$ cat src/rtl/mdu_pkg.sv
// mdu_pkg: shared definitions for the iterative multiply/divide unit.
// Holds the MDUOp op-code constants, the FSM state type and the op-class
// decode helpers used by iter_mdu.
// The accumulate ops (madd/maddu/msub/msubu) are only recognised when the
// MDU_MADD_EN macro is defined. Otherwise they decode as "none".
package mdu_pkg;

  localparam int MDU_OP_W = 4;

  localparam logic [MDU_OP_W-1:0] MDU_NONE  = 4'd0;
  localparam logic [MDU_OP_W-1:0] MDU_MULT  = 4'd1;
  localparam logic [MDU_OP_W-1:0] MDU_MULTU = 4'd2;
  localparam logic [MDU_OP_W-1:0] MDU_DIV   = 4'd3;
  localparam logic [MDU_OP_W-1:0] MDU_DIVU  = 4'd4;
  localparam logic [MDU_OP_W-1:0] MDU_MFHI  = 4'd5;
  localparam logic [MDU_OP_W-1:0] MDU_MFLO  = 4'd6;
  localparam logic [MDU_OP_W-1:0] MDU_MTHI  = 4'd7;
  localparam logic [MDU_OP_W-1:0] MDU_MTLO  = 4'd8;
  localparam logic [MDU_OP_W-1:0] MDU_MADD  = 4'd9;
  localparam logic [MDU_OP_W-1:0] MDU_MADDU = 4'd10;
  localparam logic [MDU_OP_W-1:0] MDU_MSUB  = 4'd11;
  localparam logic [MDU_OP_W-1:0] MDU_MSUBU = 4'd12;

  typedef enum logic [1:0] {
    ST_IDLE = 2'd0,
    ST_MUL  = 2'd1,
    ST_DIV  = 2'd2,
    ST_FIX  = 2'd3
  } mdu_state_t;

  // Ops that start an iteration (multiply, divide and, when built in,
  // the multiply-accumulate family).
  function automatic logic is_md_op(input logic [MDU_OP_W-1:0] op);
    case (op)
      MDU_MULT, MDU_MULTU, MDU_DIV, MDU_DIVU: is_md_op = 1'b1;
`ifdef MDU_MADD_EN
      MDU_MADD, MDU_MADDU, MDU_MSUB, MDU_MSUBU: is_md_op = 1'b1;
`endif
      default: is_md_op = 1'b0;
    endcase
  endfunction

  function automatic logic is_div_op(input logic [MDU_OP_W-1:0] op);
    is_div_op = (op == MDU_DIV) || (op == MDU_DIVU);
  endfunction

  // Ops whose operands are two's-complement and need magnitude/sign split.
  function automatic logic is_signed_op(input logic [MDU_OP_W-1:0] op);
    is_signed_op = (op == MDU_MULT) || (op == MDU_DIV) ||
                   (op == MDU_MADD) || (op == MDU_MSUB);
  endfunction

endpackage

$ cat src/rtl/mdu_divstep.sv
// mdu_divstep: one combinational restoring-divide step.
// Ports:
//   rem      in  WIDTH  partial remainder (always < dvsr on entry)
//   quo      in  WIDTH  dividend bits still to shift in, quotient bits in LSBs
//   dvsr     in  WIDTH  divisor magnitude
//   rem_next out WIDTH  remainder after this step
//   quo_next out WIDTH  shifted dividend/quotient with the new quotient bit
module mdu_divstep #(
  parameter int WIDTH = 32
) (
  input  logic [WIDTH-1:0] rem,
  input  logic [WIDTH-1:0] quo,
  input  logic [WIDTH-1:0] dvsr,
  output logic [WIDTH-1:0] rem_next,
  output logic [WIDTH-1:0] quo_next
);

  logic [WIDTH:0] shifted;
  logic [WIDTH:0] trial;

  assign shifted = {rem, quo[WIDTH-1]};
  assign trial   = shifted - {1'b0, dvsr};

  // A set MSB on the trial difference is a borrow: the divisor did not fit,
  // so the shifted remainder is restored and the quotient bit is 0.
  assign rem_next = trial[WIDTH] ? shifted[WIDTH-1:0] : trial[WIDTH-1:0];
  assign quo_next = {quo[WIDTH-2:0], ~trial[WIDTH]};

endmodule

$ cat src/rtl/iter_mdu.sv
// iter_mdu: iterative multiply/divide unit with HI/LO registers.
// Radix-2 shift-add multiply and restoring divide, WIDTH steps each, followed
// by one sign-fix cycle. busy is high for WIDTH+1 cycles per operation.
// Optional feature macro: MDU_MADD_EN enables madd/maddu/msub/msubu.
// Ports:
//   clk      in  1      rising-edge clock
//   reset_n  in  1      asynchronous active-low reset
//   D1       in  WIDTH  rs: dividend / multiplicand / mthi-mtlo source
//   D2       in  WIDTH  rt: divisor / multiplier
//   MDUOp    in  OP_W   operation code (see mdu_pkg)
//   Req      in  1      exception request, blocks issue this cycle
//   start    out 1      combinational issue strobe
//   busy     out 1      iteration in progress
//   done     out 1      one-cycle pulse when hi/lo take the result
//   hi, lo   out WIDTH  HI/LO registers
//   out      out WIDTH  hi for mfhi, lo for mflo, else 0
module iter_mdu
  import mdu_pkg::*;
#(
  parameter int WIDTH = 32,
  parameter int OP_W  = 4
) (
  input  logic             clk,
  input  logic             reset_n,
  input  logic [WIDTH-1:0] D1,
  input  logic [WIDTH-1:0] D2,
  input  logic [OP_W-1:0]  MDUOp,
  input  logic             Req,
  output logic             start,
  output logic             busy,
  output logic             done,
  output logic [WIDTH-1:0] hi,
  output logic [WIDTH-1:0] lo,
  output logic [WIDTH-1:0] out
);

  localparam int CNT_W = $clog2(WIDTH);

  mdu_state_t           state;
  logic [CNT_W-1:0]     cnt;
  logic [2*WIDTH-1:0]   acc;      // mul: {partial product, multiplier}; div: {rem, quo}
  logic [WIDTH-1:0]     opb;      // mul: multiplicand magnitude; div: divisor magnitude
  logic [MDU_OP_W-1:0]  op_r;
  logic                 neg_res;  // product / quotient sign
  logic                 neg_rem;  // remainder sign (dividend sign)
  logic                 dvz;

  // Op codes wider than the package encoding are treated as "none".
  logic [MDU_OP_W-1:0]  op;
  always_comb begin
    op = MDU_NONE;
    if ((MDUOp >> MDU_OP_W) == '0) op = MDUOp[MDU_OP_W-1:0];
  end

  logic             can_issue;
  logic             a_neg, b_neg;
  logic [WIDTH-1:0] a_mag, b_mag;

  assign can_issue = !Req && !busy;
  assign start     = can_issue && is_md_op(op);

  assign a_neg = is_signed_op(op) && D1[WIDTH-1];
  assign b_neg = is_signed_op(op) && D2[WIDTH-1];
  assign a_mag = a_neg ? -D1 : D1;
  assign b_mag = b_neg ? -D2 : D2;

  always_comb begin
    out = '0;
    if (op == MDU_MFHI) out = hi;
    if (op == MDU_MFLO) out = lo;
  end

  // Multiply step: conditional add into the upper half, then shift right.
  logic [WIDTH:0]       mul_sum;
  logic [2*WIDTH-1:0]   mul_next;
  always_comb begin
    mul_sum  = {1'b0, acc[2*WIDTH-1:WIDTH]} + (acc[0] ? {1'b0, opb} : '0);
    mul_next = {mul_sum, acc[WIDTH-1:1]};
  end

  logic [WIDTH-1:0] rem_next, quo_next;
  mdu_divstep #(.WIDTH(WIDTH)) u_divstep (
    .rem      (acc[2*WIDTH-1:WIDTH]),
    .quo      (acc[WIDTH-1:0]),
    .dvsr     (opb),
    .rem_next (rem_next),
    .quo_next (quo_next)
  );

  // Sign correction applied in FIX. MIN_INT / -1 needs no special case: the
  // magnitude quotient 2^(WIDTH-1) negates back onto itself.
  logic signed [2*WIDTH-1:0] prod_fix;
  logic signed [WIDTH-1:0]   quo_fix, rem_fix;
  always_comb begin
    prod_fix = neg_res ? -acc : acc;
    quo_fix  = neg_res ? -acc[WIDTH-1:0] : acc[WIDTH-1:0];
    rem_fix  = neg_rem ? -acc[2*WIDTH-1:WIDTH] : acc[2*WIDTH-1:WIDTH];
  end

  always_ff @(posedge clk or negedge reset_n) begin
    if (!reset_n) begin
      state   <= ST_IDLE;
      cnt     <= '0;
      acc     <= '0;
      opb     <= '0;
      op_r    <= MDU_NONE;
      neg_res <= 1'b0;
      neg_rem <= 1'b0;
      dvz     <= 1'b0;
      busy    <= 1'b0;
      done    <= 1'b0;
      hi      <= '0;
      lo      <= '0;
    end else begin
      done <= 1'b0;
      case (state)
        ST_IDLE: begin
          if (start) begin
            op_r    <= op;
            neg_res <= a_neg ^ b_neg;
            neg_rem <= a_neg;
            dvz     <= (D2 == '0);
            cnt     <= '0;
            busy    <= 1'b1;
            if (is_div_op(op)) begin
              acc   <= {{WIDTH{1'b0}}, a_mag};
              opb   <= b_mag;
              state <= ST_DIV;
            end else begin
              acc   <= {{WIDTH{1'b0}}, b_mag};
              opb   <= a_mag;
              state <= ST_MUL;
            end
          end else if (can_issue && op == MDU_MTHI) begin
            hi <= D1;
          end else if (can_issue && op == MDU_MTLO) begin
            lo <= D1;
          end
        end
        ST_MUL: begin
          acc <= mul_next;
          cnt <= cnt + 1'b1;
          if (cnt == CNT_W'(WIDTH - 1)) state <= ST_FIX;
        end
        ST_DIV: begin
          acc <= {rem_next, quo_next};
          cnt <= cnt + 1'b1;
          if (cnt == CNT_W'(WIDTH - 1)) state <= ST_FIX;
        end
        ST_FIX: begin
          case (op_r)
            MDU_DIV, MDU_DIVU: begin
              if (!dvz) begin
                hi <= rem_fix;
                lo <= quo_fix;
              end
            end
`ifdef MDU_MADD_EN
            MDU_MADD, MDU_MADDU: {hi, lo} <= {hi, lo} + prod_fix;
            MDU_MSUB, MDU_MSUBU: {hi, lo} <= {hi, lo} - prod_fix;
`endif
            default: {hi, lo} <= prod_fix;
          endcase
          done  <= 1'b1;
          busy  <= 1'b0;
          state <= ST_IDLE;
        end
        default: state <= ST_IDLE;
      endcase
    end
  end

endmodule

$ cat config.mk
export PLATFORM = sky130hd
export DESIGN_NAME = iter_mdu
export DESIGN_NICKNAME = d
export VERILOG_FILES = /design/src/rtl/mdu_pkg.sv /design/src/rtl/mdu_divstep.sv /design/src/rtl/iter_mdu.sv
export SDC_FILE = /design/constraint.sdc
export NUM_CORES = 1
export LEC_CHECK = 0
export ABC_AREA = 0
export CORE_MARGIN = 2
export CORE_UTILIZATION = 50
export CTS_CLUSTER_SIZE = 14
export DETAILED_ROUTE_END_ITERATION = 10
export PLACE_DENSITY = 0.72
export SYNTH_ARGS = -nofsm -noshare
export SYNTH_HDL_FRONTEND = slang
export SYNTH_HIERARCHICAL = 1
export SYNTH_SLANG_ARGS = --single-unit
export TNS_END_PERCENT = 20
$ cat constraint.sdc
create_clock -name clk -period 9.58 [get_ports clk]
set_input_delay 1.916 -clock clk [delete_from_list [all_inputs] [get_ports clk]]
set_output_delay 1.916 -clock clk [all_outputs]
set_load 0.02 [all_outputs]
Yosys cells after proc, flatten, opt, wreduce, memory -nomap -nowiden

Cells that the tools add are included.

Flip-flop bits (word level): 176
Input bits: 71
Logic and storage cells: 106

Add/subtract/negate cells: 8
Equal/unequal tests: 23
Muxes and demuxes: 34
Bitwise operators: 2
Reductions and logical operators: 27

Operators by type and width:

| operator                                                         | number |
|---|---|
| 32-bit 2-to-1 mux                                                | 19 |
| 64-bit case mux with 3 select lines                              | 1 |
| 64-bit 2-to-1 mux                                                | 2 |
| 32-bit negator                                                   | 4 |
| 32-bit case mux with 2 select lines                              | 2 |
| 64-bit negator                                                   | 1 |
| 32-bit by 32-bit adder with 33-bit output                        | 1 |
| 33-bit by 32-bit subtractor with 33-bit output                   | 1 |
| 32-bit logical NOT                                               | 1 |
| 4-bit by 3-bit == test with 1-bit output (second input constant) | 5 |
| 4-bit by 2-bit == test with 1-bit output (second input constant) | 3 |
| 4-bit == test (second input constant)                            | 3 |
| 2-bit inequality test (second input constant)                    | 5 |
| 5-bit case mux with 2 select lines                               | 1 |
| 2-bit AND reduction                                              | 5 |
| 1-bit logical AND                                                | 6 |
| 2-bit 2-to-1 mux                                                 | 3 |
| 2-bit case mux with 3 select lines                               | 1 |
| 5-bit by 1-bit adder with 5-bit output (second input constant)   | 1 |
| 5-bit == test (second input constant)                            | 1 |
| 5-bit 2-to-1 mux                                                 | 1 |
| 5-bit AND reduction                                              | 1 |
| 2-bit == test (second input constant)                            | 2 |
| 4-bit by 1-bit == test with 1-bit output (second input constant) | 1 |
| 15 further kinds                                                 | 23 |

Depth between registers and ports, before layout

Depth after elaboration: 9
Mapped depth: 18
Mapped depth without buffers: 16

By module

Netlist, hierarchy kept.

Modules (own cells, without submodules):

| module      | instances | cells an instance | area an instance (um^2) |
|---|---|---|---|
| iter_mdu    | 1         | 1705              | 13680.6 |
| mdu_divstep | 1         | 336               | 2591.2 |

Least setup slack after synthesis

No wires, ideal clock.

Path kind: input-to-output
From: in MDUOp[0]
To: out out[10]
Arrival: 3.033 ns
Required time: 7.664 ns
Setup slack: 4.631 ns
Cell stages on the path: 5
Cell sequence: clkbuf_1 and3b_1 clkbuf_1 clkbuf_1 a22o_1

Cells in the longest elaborated chain, start to end: 3

Ends and longest elaborated chain:

| item                                     | RTL line       | RTL |
|---|---|---|
| from (decl)                              | iter_mdu.sv:27 | `input logic [OP_W-1:0] MDUOp,` |
| 4-bit by 3-bit == test with 1-bit output | iter_mdu.sv:69 | `if (op == MDU_MFHI) out = hi;` |
| 32-bit 2-to-1 mux                        | iter_mdu.sv:69 |  |
| 32-bit 2-to-1 mux (*)                    | iter_mdu.sv:70 | `if (op == MDU_MFLO) out = lo;` |
| to (decl)                                | iter_mdu.sv:34 | `output logic [WIDTH-1:0] out` |

Every way passes the cells marked *; elsewhere a longest branch is shown, timed or not.

Worst setup path after layout

From: in MDUOp[2]
To: out out[24]

Same word-level chain as after synthesis.

==> results by stage <==
Clock tree:
- TritonCTS built the clock tree.
- The hold buffer count at cts is 0.
- The clock net in this run drives a total of roughly 180 sinks.
- The clock transition time at the flip-flop clock pins of the worst setup and hold paths is roughly 0.07 ns.
- Buffers inserted during clock tree synthesis total 17.
- The longest clock path from root to sink contains 2 buffers.
- In this run the post-CTS setup repair buffer count came out at 0.
- The count of H-tree levels built during CTS is 4.
- The post-cts gate resize count is 0.
- For the worst-skew pair, the clock arrives at the later sink with an insertion delay of roughly 0.45 ns.
- The clock root buffer is sky130_fd_sc_hd__clkbuf_16.

STA:
- The final number of max-transition violations is 0.
- The final critical-path share of the clock period is approximately 63%.
- Setup violations remaining at the end of the flow were counted as 0.
- For this run, the top clock speed supported by timing is 0.1652 GHz.
- The setup slack after layout is 3.527 ns.
- Setup total negative slack on the finished layout was measured at 0 ns.
- Measured against its own limit, the worst slew margin works out to 32.16%.
- Setup repair after global routing left no endpoint under its margin.
- The hold violation total from the final report came to 0.
- The shortest clock period the worst path allows after layout is between 6 and 7 ns.
- The transition time at the pin with the least slew margin is 1.003 ns.
- The final clock skew is around 0.015 ns.

Critical path:
- The critical path goes through clkdlybuf4s50_1 -> nor2b_1 -> and3b_1 -> buf_4 -> a22o_1 -> clkdlybuf4s50_1.
- STA puts the critical path data arrival time at between 4 and 5 ns.
- In this design, the stage delay of the slowest critical-path cell is around 0.60 ns.
- Of all nets on the critical path, the largest fanout is 32.
- The element type at the critical path start is an input port.
- At the worst endpoint, the required time is 7.66 ns.
- On the critical path, the stage with the largest delay is an instance of sky130_fd_sc_hd__clkdlybuf4s50_1.
- The worst setup path is of the in2out kind.
- The kind of end point of the critical path is an output port.
- The library cell appearing most often on the critical path is sky130_fd_sc_hd__clkdlybuf4s50_1.

Synth:
- Each instance of the synthesized netlist takes up on average roughly 8.0 um^2.
- Counting flops with an async set or reset pin after synthesis yields a share of between 90% and 100%.
- Counting every instance in the synthesized netlist gives 2041.
- The synthesized net count is 2188.
- The share of the Yosys chip area taken by registers is a little over a quarter.
- Synthesis instantiated 93 different standard cells from the library.
- The warning count from the yosys run is 6.
- The main flop type after synthesis is sky130_fd_sc_hd__dfrtp_1.
- The count of state elements after synthesis is between 150 and 200.
- The mapped netlist covers about 16000 um^2.
- The number of enable-type register cells in the synthesized netlist is 0.

Detailed routing:
- The first routing iteration left 2235 violations.
- The detail route stage leaves a number of antenna-violating nets equal to 0.
- The number of detailed-routing iterations run before antenna repair is 7.
- Dividing the detail-routed via count by the number of cells gives around 6.6.
- The aggregate routed wire length is a little over 60 mm.
- For this run, design rule violations remaining after detail routing come to 0.
- The via count is roughly 17k.
- The routed length per instance is 23.84 um.

Placed design:
- The wire-length estimate of the detail-placed layout is ~47 mm.
- The post-placement worst setup slack is about 3.5 ns.
- The placed cell count is between 2k and 3k.
- In this run the tool buffered the top-level ports with around 170 buffer cells.
- The routability congestion estimate is 0.9560.
- The area after detailed placement is about 18000 um^2.

Die:
- The effective utilization at floorplan is around half.
- The boundary pin count is 170.
- The die is roughly 180 um wide.
- The area enclosed by the die boundary is 34000 um^2.
- The core box area is roughly 32000 um^2.
- The vertical die dimension is between 150 and 200 um.
- The initialized floorplan defines 66 standard-cell rows.

GRT:
- The first global-routing pass estimated approximately 92 mm of wire.
- The number of antenna violations at the first check in global routing came to 0.
- The via count of the first global-routing pass is about 15k.
- Global routing used ~35% of the available tracks.
- The maximum number of pins on one net before global-route repair is 83.
- Global routing finished with a remaining overflow of 0.

Power:
- Across the VDD grid, the largest voltage drop is roughly 130 uV.
- Summed over all cells, the static leakage comes to between 7 and 8 nW.
- The cell area power density is about 100 nW/um^2.

Final layout:
- At the end of the flow, the number of nets in the layout was about 2.2k.
- Fill cells in the final layout number between 2k and 3k.
- The final cell area excluding filler cells is between 15000 and 20000 um^2.
- The ratio of cells with drive above 1 in the final layout is under 10%.
- At the end of the flow the core is filled with cells to 57.27%.
- The synthesis-to-layout area growth is 13.65%.
- The count of cells in the finished layout, fillers not included, comes to 2543.

Run status:
- The flow ran to the end, and the final reports show no timing, DRC or antenna violations.

Job:
- Across the run, the number of max-cap violations was 0.

Hold path:
- The min-delay analysis places its worst path in the category reg2reg.
==> synthesized netlist by cell type (22+ instances only) <==
library cell	count	area, um^2
sky130_fd_sc_hd__nand2_1	202	758.2
sky130_fd_sc_hd__dfrtp_1	176	4404
sky130_fd_sc_hd__o21ai_0	167	835.8
sky130_fd_sc_hd__a21oi_1	146	730.7
sky130_fd_sc_hd__nor2_1	141	529.3
sky130_fd_sc_hd__clkbuf_1	115	431.7
sky130_fd_sc_hd__xnor2_1	88	770.7
sky130_fd_sc_hd__xor2_1	77	674.4
sky130_fd_sc_hd__ha_1	74	925.9
sky130_fd_sc_hd__inv_1	69	259.0
sky130_fd_sc_hd__a22oi_1	57	427.9
sky130_fd_sc_hd__a21o_1	52	390.4
sky130_fd_sc_hd__nor3_1	52	260.3
sky130_fd_sc_hd__and2_1	42	262.8
sky130_fd_sc_hd__a22o_1	40	350.3
sky130_fd_sc_hd__nand3_1	40	200.2
sky130_fd_sc_hd__buf_4	34	255.2
sky130_fd_sc_hd__a31oi_1	33	206.5
sky130_fd_sc_hd__a211oi_1	27	202.7
sky130_fd_sc_hd__or4_1	22	165.2
==> registers in the layout (all words and copies together), names as in the netlist, 2 cells and up <==
name   flops
hi        32
opb       32
state      2
op_r       4
cnt        5
lo        32
acc       64
==> layout make-up <==
class / instances / area [um^2] / area share [%]
multi-input cells: 1628 / 10790 / 58.34
flip-flops and latches: 176 / 4404 / 23.82
repair buffers: 194 / 1881 / 10.17
well taps: 442 / 553.0 / 2.991
clock buffers: 22 / 464.2 / 2.510
inverters: 70 / 270.3 / 1.461
clock inverters: 10 / 128.9 / 0.6969
diodes: 1 / 2.502 / 0.01353
==> where the power goes <==
part	switching, mW	total (mW)	internal, mW	leakage [nW]
clock	0.325	0.728	0.403	0.285
combinational	0.182	0.307	0.124	5.33
sequential	0.0302	0.790	0.760	2.28
total	0.538	1.82	1.29	7.90
==> routing by layer <==
layer	share of wire (%)	vias up	GRT usage, %
met5	0	-	0
met4	3.6	0	12.51
met3	9.2	106	5.908
met2	43	927	52.93
met1	44	8091	51.26
li1	-	7568	-
==> stage by stage <==
step | hold WS, ns | total power, mW
5_1_grt | 0.5132 | 1.879
3_3_place_gp | 0.4802 | 1.098
2_1_floorplan | 0.4434 | 0.9498
4_1_cts | 0.5019 | 1.820
6_report | 0.5025 | 1.825
3_5_place_dp | 0.4853 | 1.101
==> layout by cell type, fill, tap and decap left out, types with 20 or more instances in the layout <==
cell,n
sky130_fd_sc_hd__buf_4,25
sky130_fd_sc_hd__xnor2_1,88
sky130_fd_sc_hd__nand4_1,20
sky130_fd_sc_hd__or4_1,22
sky130_fd_sc_hd__xor2_1,77
sky130_fd_sc_hd__and2_1,42
sky130_fd_sc_hd__a31oi_1,33
sky130_fd_sc_hd__o221ai_1,20
sky130_fd_sc_hd__a21o_1,52
sky130_fd_sc_hd__nand3_1,40
sky130_fd_sc_hd__or3_1,21
sky130_fd_sc_hd__o21ai_0,166
sky130_fd_sc_hd__ha_1,73
sky130_fd_sc_hd__dfrtp_1,176
sky130_fd_sc_hd__a22oi_1,57
sky130_fd_sc_hd__nand2_1,202
sky130_fd_sc_hd__inv_1,69
sky130_fd_sc_hd__nor3_1,52
sky130_fd_sc_hd__clkdlybuf4s50_1,168
sky130_fd_sc_hd__a21oi_1,144
sky130_fd_sc_hd__nor3b_1,21
sky130_fd_sc_hd__nor2_1,140
sky130_fd_sc_hd__a22o_1,40
sky130_fd_sc_hd__o31ai_1,21
sky130_fd_sc_hd__a211oi_1,26
==> logic make-up (layout without fill, tap and decap cells) <==
kind of cell | count (synthesis) | after routing | synth area share [%]
XOR/XNOR | 165 | 165 | 8.881
AND/OR/NAND/NOR | 652 | 652 | 19.88
other | 0 | 1 | 0
multiplexers | 37 | 37 | 2.983
buffers and inverters | 237 | 296 | 6.836
flip-flops | 176 | 176 | 27.07
adder cells (fa/ha/maj) | 76 | 76 | 5.936
AO/OA/AOI/OAI | 698 | 698 | 28.41
==> critical path, delay by kind of cell <==
| kind | cells | cell delay, ns |
|---|---|---|
| buffers and inverters | 3 | 1.53 |
| and+or+nand+nor | 2 | 0.45 |
| AOI/OAI and AO/OA | 1 | 0.21 |
==> final timing paths <==
path | startpoint | endpoint | slack, ns | cells past startpoint
setup / recovery | MDUOp[2] | out[24] | 3.53 | 6
hold / removal | dvz$_DFFE_PN0P_ | dvz$_DFFE_PN0P_ | 0.50 | 2
setup reg to reg | acc[31]$_DFFE_PN0P_ | acc[60]$_DFFE_PN0P_ | 4.91 | 16
hold reg to reg | dvz$_DFFE_PN0P_ | dvz$_DFFE_PN0P_ | 0.50 | 2
max in group asynchronous | reset_n | op_r[0]$_DFFE_PN0P_ | 6.79 | 2
min in group asynchronous | reset_n | acc[60]$_DFFE_PN0P_ | 1.40 | 1
(Power assumes the default switching activity.)
